## src/rtl/hamnhan_pkg.sv

```systemverilog
// hamnhan_pkg: shared types and constants for the shift-add multiplier core.
//   state_t   : core FSM encoding (IDLE/RUN/DONE, 2 bits)
//   DEF_WIDTH : default operand width
//   REG_*     : AXI4-Lite slave register offsets and bit positions that
//               the register file uses to drive/observe the core.
package hamnhan_pkg;

  typedef enum logic [1:0] {
    IDLE = 2'd0,
    RUN  = 2'd1,
    DONE = 2'd2
  } state_t;

  localparam int DEF_WIDTH = 32;

  localparam logic [7:0] REG_CTRL   = 8'h00;
  localparam logic [7:0] REG_OPA    = 8'h04;
  localparam logic [7:0] REG_OPB    = 8'h08;
  localparam logic [7:0] REG_RES_LO = 8'h0C;
  localparam logic [7:0] REG_RES_HI = 8'h10;
  localparam logic [7:0] REG_STATUS = 8'h14;

  // CTRL bits
  localparam int CTRL_START_BIT  = 0;
  localparam int CTRL_SIGNED_BIT = 1;
  localparam int CTRL_CLEAR_BIT  = 2;
  // STATUS bits
  localparam int STAT_BUSY_BIT   = 0;
  localparam int STAT_VALID_BIT  = 1;

endpackage

```

## src/rtl/hamnhan_mult_if.sv

```systemverilog
// hamnhan_mult_if: start/done handshake between the register file (master)
// and the multiplier core (slave).
//   master drives : start, op_a, op_b, signed_mode, clear
//   slave drives  : busy, done, result_valid, result_lo, result_hi
interface hamnhan_mult_if #(
  parameter int WIDTH = 32
);
  logic             start;
  logic [WIDTH-1:0] op_a;
  logic [WIDTH-1:0] op_b;
  logic             signed_mode;
  logic             clear;
  logic             busy;
  logic             done;
  logic             result_valid;
  logic [WIDTH-1:0] result_lo;
  logic [WIDTH-1:0] result_hi;

  modport master (
    output start, op_a, op_b, signed_mode, clear,
    input  busy, done, result_valid, result_lo, result_hi
  );

  modport slave (
    input  start, op_a, op_b, signed_mode, clear,
    output busy, done, result_valid, result_lo, result_hi
  );
endinterface

```

## src/rtl/hamnhan_mult_core.sv

```systemverilog
// hamnhan_mult_core: sequential shift-add multiplier, one product in flight.
//   S_AXI_ACLK    : clock, rising edge
//   S_AXI_ARESETN : synchronous active-low reset
//   bus (slave)   : start/op_a/op_b/signed_mode/clear in,
//                   busy/done/result_valid/result_lo/result_hi out
// Signed products are formed on magnitudes and negated at the end, so the
// datapath itself is purely unsigned. Start-to-done is WIDTH+1 cycles: WIDTH
// shift-add steps plus one cycle for the final sign fix-up.
module hamnhan_mult_core
  import hamnhan_pkg::*;
#(
  parameter int WIDTH     = DEF_WIDTH,
  parameter bit SIGNED_EN = 1'b1
) (
  input  logic S_AXI_ACLK,
  input  logic S_AXI_ARESETN,
  hamnhan_mult_if.slave bus
);

  localparam int CNT_W = $clog2(WIDTH + 1);

  state_t             state;
  logic [WIDTH-1:0]   mcand;
  logic [WIDTH-1:0]   mplier;
  logic [2*WIDTH-1:0] acc;
  logic [CNT_W-1:0]   cnt;
  logic               neg;
  logic               busy_q;
  logic               done_q;
  logic               valid_q;
  logic [2*WIDTH-1:0] res_q;

  logic               sgn_act;
  logic [WIDTH-1:0]   mag_a;
  logic [WIDTH-1:0]   mag_b;
  logic [WIDTH:0]     sum;
  logic               accept;

  assign sgn_act = SIGNED_EN && bus.signed_mode;
  // Most negative value negates to itself, which reads correctly as an
  // unsigned magnitude of 2^(WIDTH-1).
  assign mag_a   = (sgn_act && bus.op_a[WIDTH-1]) ? -bus.op_a : bus.op_a;
  assign mag_b   = (sgn_act && bus.op_b[WIDTH-1]) ? -bus.op_b : bus.op_b;
  assign sum     = {1'b0, acc[2*WIDTH-1:WIDTH]}
                 + {1'b0, (mplier[0] ? mcand : {WIDTH{1'b0}})};
  assign accept  = bus.start && (state == IDLE || state == DONE);

  always_ff @(posedge S_AXI_ACLK) begin
    if (!S_AXI_ARESETN) begin
      state   <= IDLE;
      mcand   <= '0;
      mplier  <= '0;
      acc     <= '0;
      cnt     <= '0;
      neg     <= 1'b0;
      busy_q  <= 1'b0;
      done_q  <= 1'b0;
      valid_q <= 1'b0;
      res_q   <= '0;
    end else begin
      done_q <= 1'b0;
      case (state)
        IDLE, DONE: begin
          if (accept) begin
            mcand   <= mag_a;
            mplier  <= mag_b;
            neg     <= sgn_act && (bus.op_a[WIDTH-1] ^ bus.op_b[WIDTH-1]);
            acc     <= '0;
            cnt     <= CNT_W'(WIDTH);
            valid_q <= 1'b0;
            busy_q  <= 1'b1;
            state   <= RUN;
          end else begin
            if (bus.clear) valid_q <= 1'b0;
            state <= IDLE;
          end
        end
        RUN: begin
          if (cnt != '0) begin
            // {carry, acc} >> 1 with the partial product added to the top half
            acc    <= {sum, acc[WIDTH-1:1]};
            mplier <= mplier >> 1;
            cnt    <= cnt - CNT_W'(1);
          end else begin
            res_q   <= neg ? -acc : acc;
            done_q  <= 1'b1;
            valid_q <= 1'b1;
            busy_q  <= 1'b0;
            state   <= DONE;
          end
        end
        default: state <= IDLE;
      endcase
    end
  end

  assign bus.busy         = busy_q;
  assign bus.done         = done_q;
  assign bus.result_valid = valid_q;
  assign bus.result_lo    = res_q[WIDTH-1:0];
  assign bus.result_hi    = res_q[2*WIDTH-1:WIDTH];

endmodule

```

## src/flat_wrapper.sv

```systemverilog
// flat-port wrapper written by rule: the top's interface ports become plain ports
module hamnhan_mult_core_flat import hamnhan_pkg::*;
#(
  parameter int WIDTH     = DEF_WIDTH,
  parameter bit SIGNED_EN = 1'b1
)
  (S_AXI_ACLK, S_AXI_ARESETN, bus_start, bus_op_a, bus_op_b, bus_signed_mode, bus_clear, bus_busy, bus_done, bus_result_valid, bus_result_lo, bus_result_hi);
  hamnhan_mult_if #(.WIDTH(WIDTH)) bus_i ();
  input  logic S_AXI_ACLK;
  input  logic S_AXI_ARESETN;
  input wire logic [$bits(bus_i.start)-1:0] bus_start;
  input wire logic [$bits(bus_i.op_a)-1:0] bus_op_a;
  input wire logic [$bits(bus_i.op_b)-1:0] bus_op_b;
  input wire logic [$bits(bus_i.signed_mode)-1:0] bus_signed_mode;
  input wire logic [$bits(bus_i.clear)-1:0] bus_clear;
  output wire logic [$bits(bus_i.busy)-1:0] bus_busy;
  output wire logic [$bits(bus_i.done)-1:0] bus_done;
  output wire logic [$bits(bus_i.result_valid)-1:0] bus_result_valid;
  output wire logic [$bits(bus_i.result_lo)-1:0] bus_result_lo;
  output wire logic [$bits(bus_i.result_hi)-1:0] bus_result_hi;
  assign bus_i.start = bus_start;
  assign bus_i.op_a = bus_op_a;
  assign bus_i.op_b = bus_op_b;
  assign bus_i.signed_mode = bus_signed_mode;
  assign bus_i.clear = bus_clear;
  assign bus_busy = bus_i.busy;
  assign bus_done = bus_i.done;
  assign bus_result_valid = bus_i.result_valid;
  assign bus_result_lo = bus_i.result_lo;
  assign bus_result_hi = bus_i.result_hi;
  hamnhan_mult_core #(.WIDTH(WIDTH), .SIGNED_EN(SIGNED_EN)) u_core (.S_AXI_ACLK(S_AXI_ACLK), .S_AXI_ARESETN(S_AXI_ARESETN), .bus(bus_i));
endmodule
```

## config.mk

```make
export PLATFORM = sky130hd
export DESIGN_NAME = hamnhan_mult_core_flat
export DESIGN_NICKNAME = d
export VERILOG_FILES = /design/src/rtl/hamnhan_pkg.sv /design/src/rtl/hamnhan_mult_if.sv /design/src/rtl/hamnhan_mult_core.sv /design/src/flat_wrapper.sv
export SDC_FILE = /design/constraint.sdc
export NUM_CORES = 1
export LEC_CHECK = 0
export ABC_AREA = 0
export ABC_CLOCK_PERIOD_IN_PS = 4900
export CAP_MARGIN = 30
export CORE_MARGIN = 3
export CORE_UTILIZATION = 61
export CTS_CLUSTER_DIAMETER = 40
export DETAILED_ROUTE_END_ITERATION = 8
export PLACE_DENSITY = 0.95
export SLEW_MARGIN = 25
export SYNTH_ARGS = -nofsm -noshare
export SYNTH_HDL_FRONTEND = slang
export SYNTH_SLANG_ARGS = --single-unit
```

## constraint.sdc

```tcl
create_clock -name S_AXI_ACLK -period 4.9 [get_ports S_AXI_ACLK]
set_input_delay 1.47 -clock S_AXI_ACLK [delete_from_list [all_inputs] [get_ports S_AXI_ACLK]]
set_output_delay 1.47 -clock S_AXI_ACLK [all_outputs]
set_load 0.02 [all_outputs]
```

# After elaboration in Yosys (flattened, before gate mapping)
# Index checks and enable logic that the tools add are counted.
# totals
word_cells	62
output_inout_bits	67
regBits	204
in_bits	69
# classes
eq_ne	6
n_mux	24
n_bitwise	2
add_sub_neg	5
n_reduce_logical	15
# ops
cell	count
$mux W64	3
$mux W32	5
$pmux W64 S2	1
$neg A32 Y32	2
$neg A64 Y64	1
$pmux W32 S2	1
$add A32 B32 Y33	1
$mux W6	2
$pmux W6 S2	1
$reduce_and A3 Y1	3
$mux W1	7
$reduce_and A2 Y1	3
$reduce_bool A6 Y1	1
$sub A6 B1 Y6 const B	1
$logic_and A1 B1 Y1	4
$ne A2 B1 Y1 const B	2
$pmux W1 S2	2
$pmux W2 S2	1
$ne A3 B2 Y1 const B	1
$eq A2 B1 Y1 const B	1
$eq A2 B2 Y1 const B	1
$logic_not A2 Y1	1
$mux W2	1
$ne A2 B2 Y1 const B	1
5 further kinds	5

# Logic depth before layout (Yosys ltp)
# Gate-level depths: netlist of the first run.
# logic_depth
ltp_word	5
depth_mapped	12
depth_no_buf	11

# Worst setup path after synthesis of the first run
# No wires, ideal clock.
# synth_path
path_kind	in2reg
startpoint	in bus_op_b[4]
endpoint	reg u_core.mplier[25]
t_arrival_ns	3.593
required_time_ns	4.785
path_slack_ns	1.192
path_stages	7
cell_sequence	nor3_1 > nor4b_1 > nand3_1 > o41ai_1 > xor2_1 > o22ai_1 > and2_1
# synth_between
elab_chain_cells	4
# synth_lines
item	line_no	text
start: declaration	flat_wrapper.sv:13	input wire logic [$bits(bus_i.op_b)-1:0] bus_op_b;
$neg A32 Y32	hamnhan_mult_core.sv:43	assign mag_b = (sgn_act && bus.op_b[WIDTH-1]) ? -bus.op_b : bus.op_b;
$mux W32	hamnhan_mult_core.sv:43	
$mux W32	hamnhan_mult_core.sv:64	if (accept) begin
$pmux W32 S2	hamnhan_mult_core.sv:62	case (state)
end signal: assignment	hamnhan_mult_core.sv:66	mplier <= mag_b;
end signal: assignment	hamnhan_mult_core.sv:82	mplier <= mplier >> 1;
end: declaration	hamnhan_mult_core.sv:24	logic [WIDTH-1:0] mplier;
# Every way passes these cells. The select of a mux whose other input is x is not followed.
# A chain may end at the register's enable or synchronous reset.

# Worst setup path after layout of the first run
# layout_path
startpoint	in bus_op_b[2]
endpoint	reg u_core.mplier[13]
# Same word-level chain as after synthesis.

==> results.md, run 1 <==
- The worst-margin pin slew is roughly 0.84 ns.
- The remaining antenna violation count is 0.
- Yosys attributes the largest share of cell area to sky130_fd_sc_hd__dfxtp_1, sky130_fd_sc_hd__xor2_1, sky130_fd_sc_hd__o21ai_0, sky130_fd_sc_hd__nor2_1, sky130_fd_sc_hd__a21oi_1.
- The via count of the first global-routing pass came to 10700.
- After clock tree synthesis, the flow added hold-fix buffers numbering 0.
- The clock tree from TritonCTS is yes.
- The top cell type's share of synthesized area is 0.353.
- Routability-driven placement finished with a final weighted congestion of 0.913.
- The category of the critical setup timing path is in2reg.
- In the routed design, unresolved DRC markers number 0.
- Based on the critical path, the design can be clocked at up to roughly 270 MHz.
- Of the total power, combinational logic draws 0.189.
- The number of hold violations in the final report was 0.
- VDD sags by at most ~0.36 mV.
- The multi-input combinational cells in the finished layout cover a total of 7010 sq um.
- The run finished with clean final reports.
- The setup violation total in the final timing report is 0.
- Summed over all layers, the routed wires come to 32.3 mm.
- The mean instance size in the synthesized netlist is between 8 and 9 sq um.
- Data on the critical path arrives at its endpoint at between 4 and 5 ns.
- For this design the ratio of total power to cell area is 342 nW/um^2.
- In this run, the number of DRC markers left after iteration 0 of detailed routing was 1125.
- The HPWL after detailed placement is approximately 23 mm.
- The critical path goes through clkdlybuf4s50_1, nor3_1, buf_4, nor4b_1, buf_4, a31oi_1, xnor2_1, a2111oi_0.
- The register bit count reported by yosys is 204.
- The library cell appearing most often on the critical path is sky130_fd_sc_hd__buf_4.
- The worst setup slack after layout is between 1 and 1.5 ns.
- For the worst setup path, the data required time is between 5 and 6 ns.
- The worst setup path is launched from a primary input.
- The y dimension of the die is 144 um.
- Synthesis produced 1437 cells.
- The cell leakage power is ~5.5 nW.
- The total core area is around 18000 sq um.
- The register-to-register setup slack is about 1.2 ns.
- The first global-routing pass estimated 52.8 mm of wire.
- The sequential fraction of the synthesis area is 0.353.
- Counting flops with a built-in enable in the synthesized netlist gives 0.
- The die covers about 21000 sq um.
- Among all flip-flop cells after synthesis, the most frequent one is sky130_fd_sc_hd__dfxtp_1.
- Summing every instance area after synthesis gives 11600 sq um.
- Counting instances in the post-synthesis netlist gives the leading cell types as sky130_fd_sc_hd__dfxtp_1, sky130_fd_sc_hd__nor2_1, sky130_fd_sc_hd__nand2_1.
- Max-cap violations in this run came to 0.
- The growth of design area from synthesis to finish is 21.0%.
- Setup repair after global routing left no endpoint under its margin.
- The count of buffering cells on the critical path with inverters included is 3.
- The largest single stage delay on the critical path is around 0.66 ns.
- The starting density of the core is 0.633.
- The global router's overall resource usage is 0.306.
- Global routing finished with a remaining overflow of 0.
- Clock skew on the completed layout was measured at between 0.02 and 0.025 ns.
- By instance count, the leading cell after synthesis is sky130_fd_sc_hd__dfxtp_1.
- The ratio of cells with drive above 1 in the final layout is 0.0642.
- The total vias in the final route is 11400.
- In this run the count of I/O pins placed on the die edge is ~140.
- The standard cell with the maximum stage delay on the critical path is sky130_fd_sc_hd__nor4b_1.
- Measured against its own limit, the worst slew margin works out to 0.437.
- The number of antenna diodes in the final layout is 0.
- Setup total negative slack on the finished layout was measured at 0 ns.
- Of the total power, the clock network draws 0.421.
- The sequential group share of total power is 0.390.
- The number of buffers inserted by port buffering is 135.
- After clock tree synthesis, the clock-pin slew on the worst setup and hold paths is 0.06 ns.
- After detailed routing, the average wire length per cell comes to roughly 18 um.
- The number of distinct standard cells referenced by the synthesized netlist is 70.
- The die boundary width is roughly 140 um.
- Using the TritonRoute via totals, the vias-per-cell ratio works out to approximately 6.4.
- The post-placement setup slack is between 0.6 and 0.7 ns.
- The tree is rooted in a sky130_fd_sc_hd__clkbuf_16.
- The worst register-to-register path begins at u_core.mplier[0].
- Broken down by cell family, the worst path's largest delay share belongs to buffers and inverters.
- Once layout is complete, the utilization of the core stands at 0.766.
- The worst hold path belongs to the class reg2reg.
- Dividing the final minimum period by the clock period gives 0.759.
- The net load switching power is 0.00147 W.
- In this run, post-CTS repair resized a total of 0 instances.
- After clock tree synthesis, the setup repair step added 0 buffers.
- The source of the worst hold timing path is u_core.res_q[34].
- The clock reaches the later pin of the worst-skew pair after between 0.5 and 0.6 ns.
- Before antenna repair, the detailed router went through 5 iterations.
- The layout has about 1300 filler cells.
- For this run, the number of Yosys warnings is 0.
- Of the total power, the share spent switching nets is 0.307.
- The async set-or-reset flop fraction in the synthesized netlist is 0.
- The number of pins exceeding their max-slew limit in the final report is 0.
- The maximum fanout encountered on the critical timing path is 7.
- The number of antenna violations at the first check in global routing was 0.
- In this run the core area contains between 40 and 50 standard-cell rows.
- After the last flow step, the layout net total stands at 1643.
- The cell depth of the worst flop-to-flop path is 12.
- The CTS buffer count is 29.
- The sequential cells in the finished layout cover a total of around 4000 sq um.
- The shortest clock period the worst path allows after layout is around 3.7 ns.
- The critical register-to-register path endpoint is u_core.acc[63].
- The internal power is about 0.0033 W.
- The pin count of the biggest net entering global routing is between 80 and 90.
- The total clock sinks is around 200.
- The sink of the worst hold path is u_core.res_q[34].
- Counting every net in the synthesized netlist gives ~1500.
- The number of levels the H-tree was split into is 1.
- The worst setup path is captured at a flip-flop.
- The largest total area in the synthesized netlist belongs to sky130_fd_sc_hd__dfxtp_1.
- Along the worst hold path, the cell count comes to 2.
- The clock passes through at most 3 buffers.
==> worst reg2reg max path, stage by stage, from the launching register on <==
cell	delay, ns
sky130_fd_sc_hd__dfxtp_1	0.80
sky130_fd_sc_hd__and2_1	0.29
sky130_fd_sc_hd__ha_1	0.22
sky130_fd_sc_hd__inv_1	0.07
sky130_fd_sc_hd__fa_1	0.39
sky130_fd_sc_hd__nand2b_1	0.20
sky130_fd_sc_hd__a21oi_1	0.32
sky130_fd_sc_hd__o21ai_0	0.25
sky130_fd_sc_hd__a21oi_1	0.18
sky130_fd_sc_hd__buf_4	0.17
sky130_fd_sc_hd__a21boi_0	0.12
sky130_fd_sc_hd__or4_1	0.48
sky130_fd_sc_hd__o211ai_1	0.10
==> layout by cell type, fill, tap and decap left out, types with 14 or more instances in the layout <==
cell type,instances
sky130_fd_sc_hd__o41ai_1,15
sky130_fd_sc_hd__inv_1,31
sky130_fd_sc_hd__o21ai_0,122
sky130_fd_sc_hd__o31ai_1,25
sky130_fd_sc_hd__and2_1,35
sky130_fd_sc_hd__or3_1,18
sky130_fd_sc_hd__dfxtp_1,204
sky130_fd_sc_hd__buf_4,22
sky130_fd_sc_hd__a31oi_1,19
sky130_fd_sc_hd__a21oi_1,108
sky130_fd_sc_hd__a211oi_1,52
sky130_fd_sc_hd__clkdlybuf4s50_1,135
sky130_fd_sc_hd__or4_1,14
sky130_fd_sc_hd__nor3_1,22
sky130_fd_sc_hd__ha_1,37
sky130_fd_sc_hd__nand3_1,28
sky130_fd_sc_hd__and3_1,14
sky130_fd_sc_hd__nand2_1,127
sky130_fd_sc_hd__xor2_1,87
sky130_fd_sc_hd__o22ai_1,20
sky130_fd_sc_hd__a22o_1,31
sky130_fd_sc_hd__nor2_1,142
sky130_fd_sc_hd__clkbuf_16,29
sky130_fd_sc_hd__mux2i_1,14
sky130_fd_sc_hd__xnor2_1,46
==> worst max path at each step <==
stage	start	to	slack, ns	cells past startpoint
3_5_place_dp	bus_op_a[4]	u_core.mcand[29]	0.69	9
3_3_place_gp	bus_op_a[16]	u_core.mcand[29]	0.82	9
5_1_grt	bus_op_a[2]	u_core.mcand[29]	0.77	9
2_1_floorplan	bus_op_b[4]	u_core.mplier[25]	1.19	7
4_1_cts	bus_op_a[4]	u_core.mcand[30]	1.23	9
6_report	bus_op_b[2]	u_core.mplier[13]	1.18	8
==> layer usage <==
metal  routed length, um  track usage  vias up
li1                    -            -     5443
met2               14900        0.507      547
met3                2670       0.0419       81
met1               13900        0.416     5306
met4                 852       0.0976        0
met5                   0            0        -
==> power by group through the flow <==
stage          combinational, W  sequential (W)  clock (W)
2_1_floorplan          0.000526         0.00193          0
3_3_place_gp           0.000852         0.00189          0
3_5_place_dp           0.000880         0.00190          0
4_1_cts                0.000893         0.00187    0.00203
5_1_grt                0.000987         0.00188    0.00209
6_report               0.000904         0.00187    0.00201
==> kinds of logic (layout without fill, tap and decap cells) <==
kind of cell / count (synthesis) / in the layout / share of synthesized area
AOI/OAI and AO/OA: 462 / 462 / 0.254
and+or+nand+nor: 463 / 463 / 0.194
muxes: 14 / 14 / 0.0121
buffers and inverters: 123 / 244 / 0.0435
xor gates and xnor gates: 133 / 133 / 0.101
adders and majority gates: 38 / 38 / 0.0418
DFF: 204 / 204 / 0.353
==> final cells by class <==
| class | count | share of cell area |
|---|---|---|
| flip-flops and latches | 204 | 0.292 |
| multi-input cells | 1110 | 0.501 |
| clock buffers | 31 | 0.0524 |
| repair buffers | 159 | 0.111 |
| clock inverters | 22 | 0.0148 |
| inverters | 32 | 0.00858 |
| well taps | 229 | 0.0205 |
==> sequential cells by signal, summed over array words and instances (netlist names) <==
register and cells:
u_core.acc 64, u_core.res_q 64, u_core.mcand 32, u_core.mplier 32, u_core.cnt 6, u_core.state 2
u_core.bus.busy 1, u_core.bus.done 1, u_core.bus.result_valid 1, u_core.neg 1
==> per-stage QoR <==
stage / hold slack, ns / power, W / instances / instance area, sq um
floorplan: 0.417 / 0.00246 / 1437 / 11600
global placement: 0.433 / 0.00274 / 1733 / 13000
detailed placement: 0.439 / 0.00278 / 1734 / 13000
CTS: 0.452 / 0.00479 / 1787 / 14000
global route: 0.469 / 0.00496 / 1787 / 14000
finish: 0.453 / 0.00479 / 1787 / 14000
(Power assumes the default switching activity.)
==> inputs of run 2 (changes only) <==
--- a/config.mk
+++ b/config.mk
@@ -6,13 +6,13 @@
 export NUM_CORES = 1
 export LEC_CHECK = 0
 export ABC_AREA = 0
-export ABC_CLOCK_PERIOD_IN_PS = 4900
+export ABC_CLOCK_PERIOD_IN_PS = 3200
 export CAP_MARGIN = 30
 export CORE_MARGIN = 3
-export CORE_UTILIZATION = 61
+export CORE_UTILIZATION = 51
 export CTS_CLUSTER_DIAMETER = 40
 export DETAILED_ROUTE_END_ITERATION = 8
-export PLACE_DENSITY = 0.95
+export PLACE_DENSITY = 0.87
 export SLEW_MARGIN = 25
 export SYNTH_ARGS = -nofsm -noshare
 export SYNTH_HDL_FRONTEND = slang
==> constraint.sdc (replaced) <==
create_clock -name S_AXI_ACLK -period 3.2 [get_ports S_AXI_ACLK]
set_input_delay 0.96 -clock S_AXI_ACLK [delete_from_list [all_inputs] [get_ports S_AXI_ACLK]]
set_output_delay 0.96 -clock S_AXI_ACLK [all_outputs]
set_load 0.02 [all_outputs]
==> results.md, run 2 (synthesis results as in run 1) <==
- The flow ran to the end, and the final reports show no timing, DRC or antenna violations.
- The setup violation total in the final timing report is 0.
- The clock net in this run drives a total of 204 sinks.
- The number of vias per cell is between 5 and 6.
- Detailed routing inserted a total of about 11000 vias.
- The count of TritonRoute iterations in the first routing pass is 8.
- The library cell appearing most often on the critical path is sky130_fd_sc_hd__or4_4.
- The cell leakage power is 5.92 nW.
- The total core area is 22000 sq um.
- The y dimension of the die is 157 um.
- The number of clock buffers added by TritonCTS is 29.
- The clock-pin transition on the worst setup and hold timing paths is 0.06 ns.
- The routed wirelength normalized by instance count is 17.0 um.
- The number of buffers inserted by port buffering is between 100 and 150.
- The path class of the tightest hold or removal check is reg2reg.
- The boundary pin count is approximately 140.
- For the worst setup path, the data arrival time is ~3.6 ns.
- The number of post-CTS setup repair buffers is 0.
- Once detail routing completed, the nets flagged for antenna violations numbered 0.
- The max-capacitance violation count is 0.
- The final HPWL from detailed placement is 23.8 mm.
- The most frequent standard cell in the layout excluding fill and tap cells is sky130_fd_sc_hd__dfxtp_1.
- The count of buffering cells on the critical path with inverters included is 0.
- In this run the most used layer during global routing was met2.
- The portion of the clock cycle consumed by the worst path in the final layout is 0.977.
- The floorplan has 54 rows.
- The dominant delay contributor by cell family on the critical path is simple AND/OR/NAND/NOR gates.
- The met3 capacity usage during global routing is 0.0307.
- Once placement completed, the tool counted placed cells totaling ~1900.
- Measured along the x axis, the die boundary spans 157 um.
- The number of levels the H-tree was split into is 1.
- Of the cells placed in the final design, the portion with a size suffix greater than 1 is 0.106.
- The post-route clock skew is between 0.02 and 0.025 ns.
- In the global route stage, overall resource usage came out at 0.256.
- The final weighted congestion in routability-driven placement is 0.965.
- The clock passes through at most 3 buffers.
- The number of antenna violations at the first check in global routing is 0.
- The number of hold violations in the final report is 0.
- The routed design could run at a clock period as short as around 3.1 ns.
- The first global-routing pass estimated 52.7 mm of wire.
- STA classifies the critical path endpoint as a flip-flop.
- The floorplan die area is between 20000 and 25000 sq um.
- In the layout the commonest cells are sky130_fd_sc_hd__dfxtp_1, sky130_fd_sc_hd__nor2_1, sky130_fd_sc_hd__clkdlybuf4s50_1, sky130_fd_sc_hd__nand2_1, sky130_fd_sc_hd__o21ai_0.
- The number of pins exceeding their max-slew limit in the final report is 0.
- Traced cell by cell, the critical path runs through or4_4, or4_4, or4_1, or3_4, or3_1, mux2i_1, o22ai_1.
- The number of antenna repair diodes is 0.
- For this run, global-route usage on met2 was measured as 0.424.
- By startpoint and endpoint, the worst setup path is classified as reg2reg.
- In this run the worst path has a maximum fanout of 5.
- The worst-margin pin slew is 0.820 ns.
- The area growth from synthesis to layout is 27.4%.
- The number of fill cells in the layout is approximately 1800.
- The relative slew slack is 0.453.
- The standard cell with the maximum stage delay on the critical path is sky130_fd_sc_hd__or4_1.
- In the routed design, unresolved DRC markers number 0.
- The number of nets in the finished design is 1712.
- The met1 routing resource usage after global routing is 0.354.
- The peak clock frequency supported by timing is approximately 320 MHz.
- For the worst-skew pair, the clock arrives at the later sink with an insertion delay of ~0.56 ns.
- The largest incremental delay on the critical path is approximately 0.59 ns.
- After detailed placement, the total cell area comes to about 14000 sq um.
- The worst setup path is launched from a flip-flop.
- The via count of the first global-routing pass came to between 10000 and 15000.
- The final non-filler cell area is 14700 sq um.
- The pin count of the biggest net entering global routing is 63.
- The overall overflow remaining after global route is 0.
- Across the VDD grid, the largest voltage drop is between 0.3 and 0.4 mV.
- The number of violations reported at the end of detailed-routing iteration 0 is 894.
- In the final layout, the registers with the most flip-flops are u_core.acc: 64 flops, u_core.res_q: 64 flops.
- Once layout is complete, the cells apart from fillers number ~1900.
- For this design the ratio of total power to cell area is roughly 520 nW/um^2.
- The starting density of the core is 0.525.
- Data on the critical path is required at its endpoint by between 3 and 4 ns.
- Total power for the finished layout comes to between 0.007 and 0.008 W.
- For this block, the routed nets add up to between 30 and 40 mm of wire.
- The buffer cell driving the clock tree root is sky130_fd_sc_hd__clkbuf_16.
- The clock tree from TritonCTS is yes.
[run 2: cell types whose count changed in the layout (fill, tap and decap cells not counted), sizes merged]
| cell | change |
|---|---|
| clkinvlp | -3 |
| bufinv | +4 |
| clkinv | +6 |
| buf | +69 |
| clkbuf | +1 |
| inv | -8 |
[run 2: worst paths after layout]
check	startpoint	end	slack, ns	cells after the start
max	u_core.acc[12]	u_core.res_q[58]	0.07	7
min	u_core.mplier[31]	u_core.mplier[31]	0.46	2
max reg2reg	u_core.acc[12]	u_core.res_q[58]	0.07	7
min reg2reg	u_core.mplier[31]	u_core.mplier[31]	0.46	2
[run 2: final cells by class]
cell class | count | area (sq um) | area share
timing repair buffer | 228 | 2090 | 0.142
multi-input combinational | 1110 | 7030 | 0.477
sequential | 204 | 4090 | 0.277
clock inverter | 21 | 307 | 0.0208
inverter | 32 | 120 | 0.00815
clock buffer | 32 | 747 | 0.0507
tap | 280 | 350 | 0.0238
[run 2: timing repair]
| item | CTS | global route |
|---|---|---|
| hold buffers | 0 | 0 |
| pin swaps | 0 | 1 |
| setup endpoints to repair | 2 | 14 |
| gates resized for setup | 1 | 6 |
[run 2: metal layers]
metal / share of wire / wire length, um / vias up
met1: 0.45 / 14400 / 5337
met5: 0 / 0 / -
met2: 0.46 / 14900 / 455
li1: - / - / 5578
met3: 0.072 / 2340 / 51
met4: 0.020 / 653 / 0
[run 2: report_power, final]
group / internal, W / total, W / switching, W
clock network: 0.00213 / 0.00341 / 0.00128
logic: 0.000601 / 0.00143 / 0.000829
registers: 0.00273 / 0.00285 / 0.000115
total: 0.00546 / 0.00769 / 0.00223
[run 2: stage by stage]
stage / utilization / hold slack (ns) / setup WS [ns] / TNS (ns)
global route: 0.669 / 0.469 / -0.0206 / -0.0206
CTS: 0.668 / 0.453 / 0.00233 / 0
floorplan: - / 0.417 / 0.00250 / 0
finish: 0.669 / 0.455 / 0.0724 / 0
detailed placement: 0.620 / 0.442 / -0.386 / -2.87
global placement: 0.620 / 0.432 / -0.287 / -1.79
[run 2: worst min-delay path, cell delays in order, from the launching register on]
cell                      delay, ns
sky130_fd_sc_hd__dfxtp_1       0.31
sky130_fd_sc_hd__nand2_1       0.05
sky130_fd_sc_hd__nand2_1       0.04
